<file path="src/rtl/fetch_pkg.sv">
// Shared types and constants for the instruction fetch front end.
package fetch_pkg;

  localparam int unsigned ADDR_W = 32;
  localparam int unsigned INST_W = 32;

  localparam logic [ADDR_W-1:0] DEF_RESET_PC = 32'h0000_0000;
  localparam int unsigned       DEF_PC_STEP  = 4;

  // RST: one settling cycle after reset; REQ: request offered to memory;
  // WAIT: one request outstanding; HOLD: instruction presented to decode.
  typedef enum logic [1:0] {
    ST_RST  = 2'd0,
    ST_REQ  = 2'd1,
    ST_WAIT = 2'd2,
    ST_HOLD = 2'd3
  } fetch_state_e;

  // Instruction fetches are always word aligned; the low two bits are dropped.
  function automatic logic [ADDR_W-1:0] word_align(input logic [ADDR_W-1:0] addr);
    return {addr[ADDR_W-1:2], 2'b00};
  endfunction

endpackage

</file>
<file path="src/rtl/pc_plus4.sv">
// Combinational sequential-PC adder; wraps modulo 2^ADDR_W.
module pc_plus4
  import fetch_pkg::*;
#(
  parameter int unsigned STEP = DEF_PC_STEP
) (
  input  logic [ADDR_W-1:0] pc_i,
  output logic [ADDR_W-1:0] sum_o
);

  localparam logic [ADDR_W-1:0] STEP_W = ADDR_W'(STEP);

  assign sum_o = pc_i + STEP_W;

endmodule

</file>
<file path="src/rtl/inst_fetch_unit.sv">
// Instruction fetch front end: owns the PC, issues one fetch at a time,
// presents returned words to decode and handles redirects from execute.
module inst_fetch_unit
  import fetch_pkg::*;
#(
  parameter logic [ADDR_W-1:0] RESET_PC = DEF_RESET_PC,
  parameter int unsigned       PC_STEP  = DEF_PC_STEP
) (
  input  logic              clk,
  input  logic              rst_n,
  input  logic              redirect_valid,
  input  logic [ADDR_W-1:0] redirect_pc,
  output logic              imem_req_valid,
  output logic [ADDR_W-1:0] imem_req_addr,
  input  logic              imem_req_ready,
  input  logic              imem_rsp_valid,
  input  logic [INST_W-1:0] imem_rsp_data,
  output logic              inst_valid,
  output logic [INST_W-1:0] inst_data,
  output logic [ADDR_W-1:0] inst_pc,
  output logic [ADDR_W-1:0] inst_pc4,
  input  logic              inst_ready
);

  localparam logic [ADDR_W-1:0] RESET_PC_W = word_align(RESET_PC);

  fetch_state_e      state_q, state_d;
  logic [ADDR_W-1:0] pc_q, pc_d;
  logic [ADDR_W-1:0] req_pc_q, req_pc_d;
  logic              drop_q, drop_d;
  logic [INST_W-1:0] out_data_q, out_data_d;
  logic [ADDR_W-1:0] out_pc_q, out_pc_d;
  logic [ADDR_W-1:0] out_pc4_q, out_pc4_d;
  logic              req_valid_q;
  logic              inst_valid_q;

  logic [ADDR_W-1:0] pc_next_s;
  logic [ADDR_W-1:0] req_pc4_s;
  logic [ADDR_W-1:0] redir_pc_s;

  assign redir_pc_s = word_align(redirect_pc);

  pc_plus4 #(.STEP(PC_STEP)) u_pc_next (
    .pc_i  (pc_q),
    .sum_o (pc_next_s)
  );

  pc_plus4 #(.STEP(PC_STEP)) u_req_pc4 (
    .pc_i  (req_pc_q),
    .sum_o (req_pc4_s)
  );

  // Next-state and datapath selection; a redirect outranks every other event.
  always_comb begin
    state_d    = state_q;
    pc_d       = pc_q;
    req_pc_d   = req_pc_q;
    drop_d     = drop_q;
    out_data_d = out_data_q;
    out_pc_d   = out_pc_q;
    out_pc4_d  = out_pc4_q;

    case (state_q)
      ST_RST: begin
        // Redirects are ignored while settling out of reset.
        state_d = ST_REQ;
      end

      ST_REQ: begin
        if (imem_req_ready) begin
          // The old-path request completes anyway; mark its response for discard.
          req_pc_d = pc_q;
          drop_d   = redirect_valid;
          state_d  = ST_WAIT;
        end else begin
          state_d  = ST_REQ;
        end

        if (redirect_valid) begin
          pc_d = redir_pc_s;
        end else if (imem_req_ready) begin
          pc_d = pc_next_s;
        end else begin
          pc_d = pc_q;
        end
      end

      ST_WAIT: begin
        if (redirect_valid) begin
          pc_d = redir_pc_s;
        end else begin
          pc_d = pc_q;
        end

        if (imem_rsp_valid) begin
          drop_d = 1'b0;
          if (drop_q || redirect_valid) begin
            state_d = ST_REQ;
          end else begin
            out_data_d = imem_rsp_data;
            out_pc_d   = req_pc_q;
            out_pc4_d  = req_pc4_s;
            state_d    = ST_HOLD;
          end
        end else begin
          drop_d  = drop_q | redirect_valid;
          state_d = ST_WAIT;
        end
      end

      ST_HOLD: begin
        if (redirect_valid) begin
          // The held instruction is flushed whether or not decode took it.
          pc_d    = redir_pc_s;
          state_d = ST_REQ;
        end else if (inst_ready) begin
          state_d = ST_REQ;
        end else begin
          state_d = ST_HOLD;
        end
      end

      default: begin
        state_d = ST_RST;
      end
    endcase
  end

  // State, PC, drop flag and output register, with synchronous active-low reset.
  always_ff @(posedge clk) begin
    if (!rst_n) begin
      state_q      <= ST_RST;
      pc_q         <= RESET_PC_W;
      req_pc_q     <= 32'h0000_0000;
      drop_q       <= 1'b0;
      out_data_q   <= 32'h0000_0000;
      out_pc_q     <= 32'h0000_0000;
      out_pc4_q    <= 32'h0000_0000;
      req_valid_q  <= 1'b0;
      inst_valid_q <= 1'b0;
    end else begin
      state_q      <= state_d;
      pc_q         <= pc_d;
      req_pc_q     <= req_pc_d;
      drop_q       <= drop_d;
      out_data_q   <= out_data_d;
      out_pc_q     <= out_pc_d;
      out_pc4_q    <= out_pc4_d;
      req_valid_q  <= (state_d == ST_REQ);
      inst_valid_q <= (state_d == ST_HOLD);
    end
  end

  assign imem_req_valid = req_valid_q;
  assign imem_req_addr  = pc_q;
  assign inst_valid     = inst_valid_q;
  assign inst_data      = out_data_q;
  assign inst_pc        = out_pc_q;
  assign inst_pc4       = out_pc4_q;

endmodule
</file>
<file path="config.mk">
export PLATFORM = sky130hd
export DESIGN_NAME = inst_fetch_unit
export DESIGN_NICKNAME = d
export VERILOG_FILES = /design/src/rtl/fetch_pkg.sv /design/src/rtl/pc_plus4.sv /design/src/rtl/inst_fetch_unit.sv
export SDC_FILE = /design/constraint.sdc
export NUM_CORES = 1
export LEC_CHECK = 0
export CAP_MARGIN = 20
export CORE_MARGIN = 4
export CORE_UTILIZATION = 35
export DETAILED_ROUTE_END_ITERATION = 10
export SLEW_MARGIN = 20
export SYNTH_ARGS = -nofsm -noshare
export SYNTH_HDL_FRONTEND = slang
export SYNTH_SLANG_ARGS = --single-unit
</file>
<file path="constraint.sdc">
create_clock -name clk -period 3.6 [get_ports clk]
set_clock_uncertainty 0.2 [all_clocks]
set_input_delay 0.36 -clock clk [delete_from_list [all_inputs] [get_ports clk]]
set_output_delay 0.36 -clock clk [all_outputs]
set_load 0.005 [all_outputs]
</file>
==> run summary <==
CP arrival: 2.73 ns
Worst Path Buf+Inv: 0
Fmax: 383 MHz
top-count cell post-synth: nand2_1
CTS buffer count: 17
H-tree depth: 4
Rows: 51
GR Util met3: 4.02%
Setup crit start kind: flip-flop
Async S/R FF share, synth: 0%
CP required: 3.71 ns
post-synthesis sequential area ratio: 45.4%
first-pass GRT wire length: 32.9 mm
RSZ-0062 raised after global routing: false
Hold Fails Final Rpt: 0
hold path depth: 2
Slew Limit Headroom: 42.7%
Clock Power Share: 46.0%
Crit. End Element: flip-flop
Placeable Area: 19500 um2
routed len/inst: 15.7 um
IO Port Bufs: 191
status: finished, final reports clean
Internal: 3.21 mW
Mapped Area: 6920 um2
area leader, netlist: dfxtp_1
total number of vias: 6701
minimum clock period: 2.61 ns
leakage power: 3.27 nW
number of synthesized flops with an enable pin: 0
CP max stage cell: nor4_4
Layout area overhead: 39.4%
post-synth top area share: 45.4%
diode count: 0
Worst Reg-to-Reg Cells: 6
CTS Sinks: 157
final setup vio count: 0
I/O pin cnt: 200
min-delay src: inst_data[1]
TritonCTS clock tree: done
combinational group share of total power: 9.3%
Hold EP: inst_data[1]
Post-DRT Antenna Nets: 0
drt via density: 5.05
Max VDD drop: 325 uV
clk root buf: clkbuf_16
Tcrit/Tclk final: 72.5%
top post-synthesis cells by area: dfxtp_1 45%, nand2_1 13%, a21oi_1 9.6%, o21ai_0 3.8%, clkbuf_1 2.7%
Hold Crit Class: reg2reg
met2 Usage GRT: 28.3%
grt ovf: 0
YS warnings: 0
initial core utilization: 35.6%
share of layout cells above drive strength 1: 5.56%
critical path type: reg2reg
prevailing post-synth register cell: dfxtp_1
Nets: 1123
Synth Instances: 893
register bit total from synthesis: 157
Global Route Usage Sum: 18.4%
Post-synth top cells: 237 x nand2_1, 157 x dfxtp_1, 133 x a21oi_1
Tightest Pin Transition: 0.853 ns
number of library cell types mapped by synthesis: 63
Slew Limit Fails: 0
initial antenna violation count: 0
Post-CTS Setup Inserts: 0
worst reg2reg endpoint: imem_req_addr[24]
design area: 9650 um2
slowest stage delay, CP: 0.63 ns
synthesized area per cell: 7.75 um2
GR Layer Usage met1: 25.8%
Pwr Density: 430 nW/um2
CP max FO: 10
Setup TNS Final: 0 ns
Final HPWL DP: 14.6 mm
Skew-Pair Late Insertion Delay: 0.42 ns
Post-DP Area: 9020 um2
register share of total power: 44.7%
Total Routed Length: 20.9 mm
flop2flop setup slack: 0.99 ns
Top delay family on crit path: simple AND/OR/NAND/NOR gates
switching pwr: 0.942 mW
Hold Buf Count CTS: 0
Die W: 149 um
cts repair resizes: 0
Clock transition at path regs: 0.06 ns
largest net degree at the start of global routing: 59
clk buf depth: 2
DR iter-0 viols: 411
gr busiest metal: met2
Die Ht: 149 um
TritonRoute pass-1 iters: 5
# DRC: 0
DIE AREA: 22100 um2
crit-path cells: ha_1 -> nand3_1 -> nor4_4 -> nand4_1 -> and3_1 -> o31a_1
reg2reg start: imem_req_addr[2]
vias in the first global route: 6168
GP Congestion: 0.815
maximum capacitance violations: 0
switching share of power: 22.7%
==> registers in the layout (all words and copies together), names as in the netlist <==
| name | flops |
|---|---|
| drop_q | 1 |
| req_pc_q | 30 |
| state_q | 2 |
| inst_valid | 1 |
| inst_pc4 | 30 |
| imem_req_addr | 30 |
| imem_req_valid | 1 |
| inst_pc | 30 |
| inst_data | 32 |
==> how the worst max path moves through the flow <==
| stage | to | slack [ns] | depth (start not counted) | startpoint |
|---|---|---|---|---|
| after floorplan | imem_req_addr[24] | 1.40 | 6 | imem_req_addr[2] |
| after global placement | imem_req_addr[19] | 0.97 | 5 | redirect_valid |
| after detailed placement | imem_req_addr[9] | 0.95 | 7 | redirect_valid |
| after CTS | imem_req_addr[24] | 1.0 | 6 | imem_req_addr[2] |
| after global routing | imem_req_addr[24] | 0.81 | 6 | imem_req_addr[2] |
| final | imem_req_addr[24] | 0.99 | 6 | imem_req_addr[2] |
==> through the flow <==
step | worst slack (ns) | utilization, % | instances | hold WS, ns | power (mW)
3_3_place_gp | 0.975 | 46.4 | 1297 | 0.241 | 2.28
5_1_grt | 0.805 | 49.6 | 1327 | 0.275 | 4.31
2_1_floorplan | 1.40 | - | 898 | 0.253 | 2.06
6_report | 0.989 | 49.6 | 1327 | 0.251 | 4.15
4_1_cts | 0.998 | 49.6 | 1327 | 0.254 | 4.20
3_5_place_dp | 0.952 | 46.4 | 1297 | 0.246 | 2.28
==> layout by cell type, fill, tap and decap left out, types with 4 or more instances in the layout <==
cell type and count:
o211ai_1 6, conb_1 6, nor3_1 5, inv_1 11
a211oi_1 11, xnor2_1 6, a311oi_1 4, nand4_1 18
clkbuf_16 17, bufinv_16 4, a21oi_1 133, clkinv_2 4
a31oi_1 7, and3_1 12, o21ai_0 52, xor2_1 21
nand3_1 24, dfxtp_1 157, clkbuf_8 4, mux2i_1 5
clkdlybuf4s50_1 191, buf_4 10, a22oi_1 8, and2_1 7
nor2_1 36, nand2_1 236
==> worst min-delay path: cells and delay by family, from the launching register on <==
kind / cells / cell delay (ns)
DFF: 1 / 0.30
AOI/OAI and AO/OA: 1 / 0.05
and+or+nand+nor: 1 / 0.05
==> cell families (layout without fill, tap and decap cells) <==
group | Yosys count | count (layout) | share of synthesized area, %
and+or+nand+nor | 369 | 369 | 24.4
AOI/OAI and AO/OA | 250 | 250 | 20.7
DFF | 157 | 157 | 45.4
buffers and inverters | 82 | 246 | 4.99
xor gates and xnor gates | 27 | 27 | 3.42
muxes | 5 | 5 | 0.723
adders and majority gates | 2 | 2 | 0.362
other | 1 | 6 | 0.0542
==> power by group through the flow <==
stage	clock network (mW)	registers, mW	logic (mW)
after floorplan	0	1.87	0.196
after global placement	0	1.89	0.386
after detailed placement	0	1.89	0.386
after CTS	1.96	1.85	0.388
after global routing	2.02	1.86	0.423
final	1.91	1.86	0.385
==> layer usage <==
layer	wire length (um)	vias to the layer above	share of wire, %
met2	9210	192	44
met5	0	-	0
met3	1200	24	5.7
met4	377	0	1.8
met1	10100	3089	48
li1	-	3396	-
==> area by class of cell <==
type	instances	area [um2]
fill	1948	9820
clock inverter	7	135
tap	265	332
inverter	12	46.3
sequential	157	3140
clock buffer	23	488
multi-input combinational	659	3460
timing repair buffer	204	2050
No activity file was read; power rests on OpenSTA's default activity.
==> variant, RTL diff (same flow settings) <==
The package constant `INST_W` goes from 32 to 64.
--- a/src/rtl/fetch_pkg.sv
+++ b/src/rtl/fetch_pkg.sv
@@ -2,7 +2,7 @@
 package fetch_pkg;
 
   localparam int unsigned ADDR_W = 32;
-  localparam int unsigned INST_W = 32;
+  localparam int unsigned INST_W = 64;
 
   localparam logic [ADDR_W-1:0] DEF_RESET_PC = 32'h0000_0000;
   localparam int unsigned       DEF_PC_STEP  = 4;
Ports: changed (resized imem_rsp_data and inst_data); port bits go from 200 to 264. No check against the original RTL was run, so the function may have changed too.
==> variant against the original RTL <==
- maximum frequency is 2.2% higher
- power is 9.3% higher
- clock power is 3% lower
- area after synthesis is 20% higher
- critical path type unchanged
- worst setup slack better by 0.057 ns
- largest power group is now registers
- via count is 26% higher
- sequential cell count is 32 higher
- die area is 19% higher
- design area is 21% higher
- global-route usage is 1.3 points higher
- routed wire length is 29% higher
==> variant: results (changes against the original RTL) <==
run status=finished, final reports clean (unchanged); Max Fanout on Critical Path=15 (was 10); WL/cell=16.86 um (was 15.75 um); gr usage total=19.75% (was 18.44%); share of layout cells above drive strength 1=5.924% (was 5.556%); top cells by area, synth=dfxtp_1 (46%), nand2_1 (13%), a21oi_1 (8.9%) (was dfxtp_1 (45%), nand2_1 (13%), a21oi_1 (9.6%)); Worst R2R End=imem_req_addr[8] (was imem_req_addr[24]); initial antenna violation count=1 (was 0); worst vdd ir=0.2511 mV (was 0.3254 mV); Reg2Reg Launch Point=state_q[1] (was imem_req_addr[2]); post-detailed-placement half-perimeter wirelength=18830 um (was 14610 um); Vias/cell=5.263 (was 5.050); Lkg Pwr=0.003809 uW (was 0.003270 uW); Crit path arrival time=2.69 ns (was 2.73 ns); via count of the first global-routing pass=7921 (was 6168); fill count=2379 (was 1948); Post-synth top cells=nand2_1 (283), dfxtp_1 (189), a21oi_1 (147) (was nand2_1 (237), dfxtp_1 (157), a21oi_1 (133)); synth unique cells=72 (was 63); number of buffers added on ports=255 (was 191); sequential area share after synthesis=45.61% (was 45.42%); flop-to-flop setup slack=1.05 ns (was 0.99 ns); reg2reg path depth=5 (was 6); routability cong.=0.8398 (was 0.8145); number of DRC markers in iteration 0=731 (was 411); worst slew pin tran=0.8447 ns (was 0.8529 ns); Final nets=1374 (was 1123); CTS clock-pin slew for the worst setup and hold paths=0.08 ns (was 0.06 ns)
==> variant: cell types whose count changed in the layout (fill, tap and decap cells not counted), moves of 9 or more <==
cell / delta
a21oi_1: +14
and4_1: +9
buf_4: +9
clkdlybuf4s50_1: +64
dfxtp_1: +32
nand2_1: +46
nand3_1: +11
nor3_1: +9
xor2_1: -14
==> variant: routing by layer <==
metal	vias up	track usage (%)	routed length, um
li1	4161	-	-
met1	3954	25.46	11740
met2	288	32.69	12830
met3	28	5.176	2010
met4	0	5.882	435
met5	-	0	0
==> variant: area by class of cell <==
type,count,share of cell area (%)
Timing Repair Buffer,278,23.78
Clock buffer,19,3.881
Sequential cell,189,32.42
Inverter,10,0.3431
Multi-Input combinational cell,774,35.10
Clock inverter,13,1.061
Tap cell,319,3.420
==> variant: logic make-up after synthesis <==
logic type / share of synthesized area (%)
AND/OR/NAND/NOR: 25.51
AO/OA/AOI/OAI: 21.04
flip-flops: 45.61
buffers and inverters: 5.354
XOR/XNOR: 1.267
multiplexers: 0.8748
adder cells (fa/ha/maj): 0.3016
other: 0.04521
==> variant: how the worst max path moves through the flow <==
stage | slack (ns) | startpoint | cells after the start | to
finish | 1.05 | state_q[1] | 5 | imem_req_addr[8]
global placement | 0.73 | redirect_valid | 7 | inst_data[59]
floorplan | 1.44 | imem_req_addr[2] | 6 | imem_req_addr[20]
CTS | 1.05 | state_q[1] | 5 | imem_req_addr[8]
global route | 0.82 | state_q[1] | 5 | imem_req_addr[8]
detailed placement | 0.74 | redirect_valid | 7 | inst_data[45]
==> variant: critical path: stages (launching register included) <==
cell and delay (ns):
dfxtp_1 0.62, buf_4 0.28, or2_2 0.28, o21a_1 0.59
o21ai_0 0.18, a221oi_1 0.31
==> variant: metrics by stage <==
step | power, uW | cell area, um^2 | instances | setup slack, ns | hold slack [ns]
3_3_place_gp | 2726 | 11090 | 1570 | 0.7312 | 0.2406
3_5_place_dp | 2727 | 11090 | 1570 | 0.7396 | 0.2459
5_1_grt | 4726 | 11670 | 1602 | 0.8181 | 0.2468
6_report | 4533 | 11670 | 1602 | 1.046 | 0.2521
4_1_cts | 4588 | 11670 | 1602 | 1.051 | 0.2455
2_1_floorplan | 2453 | 8314 | 1067 | 1.435 | 0.2489
==> variant: report_power, final <==
group / internal [uW] / switching, uW / leakage [uW]
sequential: 2140 / 81.1 / 0.00153
clock: 955 / 898 / 0.000280
combinational: 246 / 214 / 0.00200
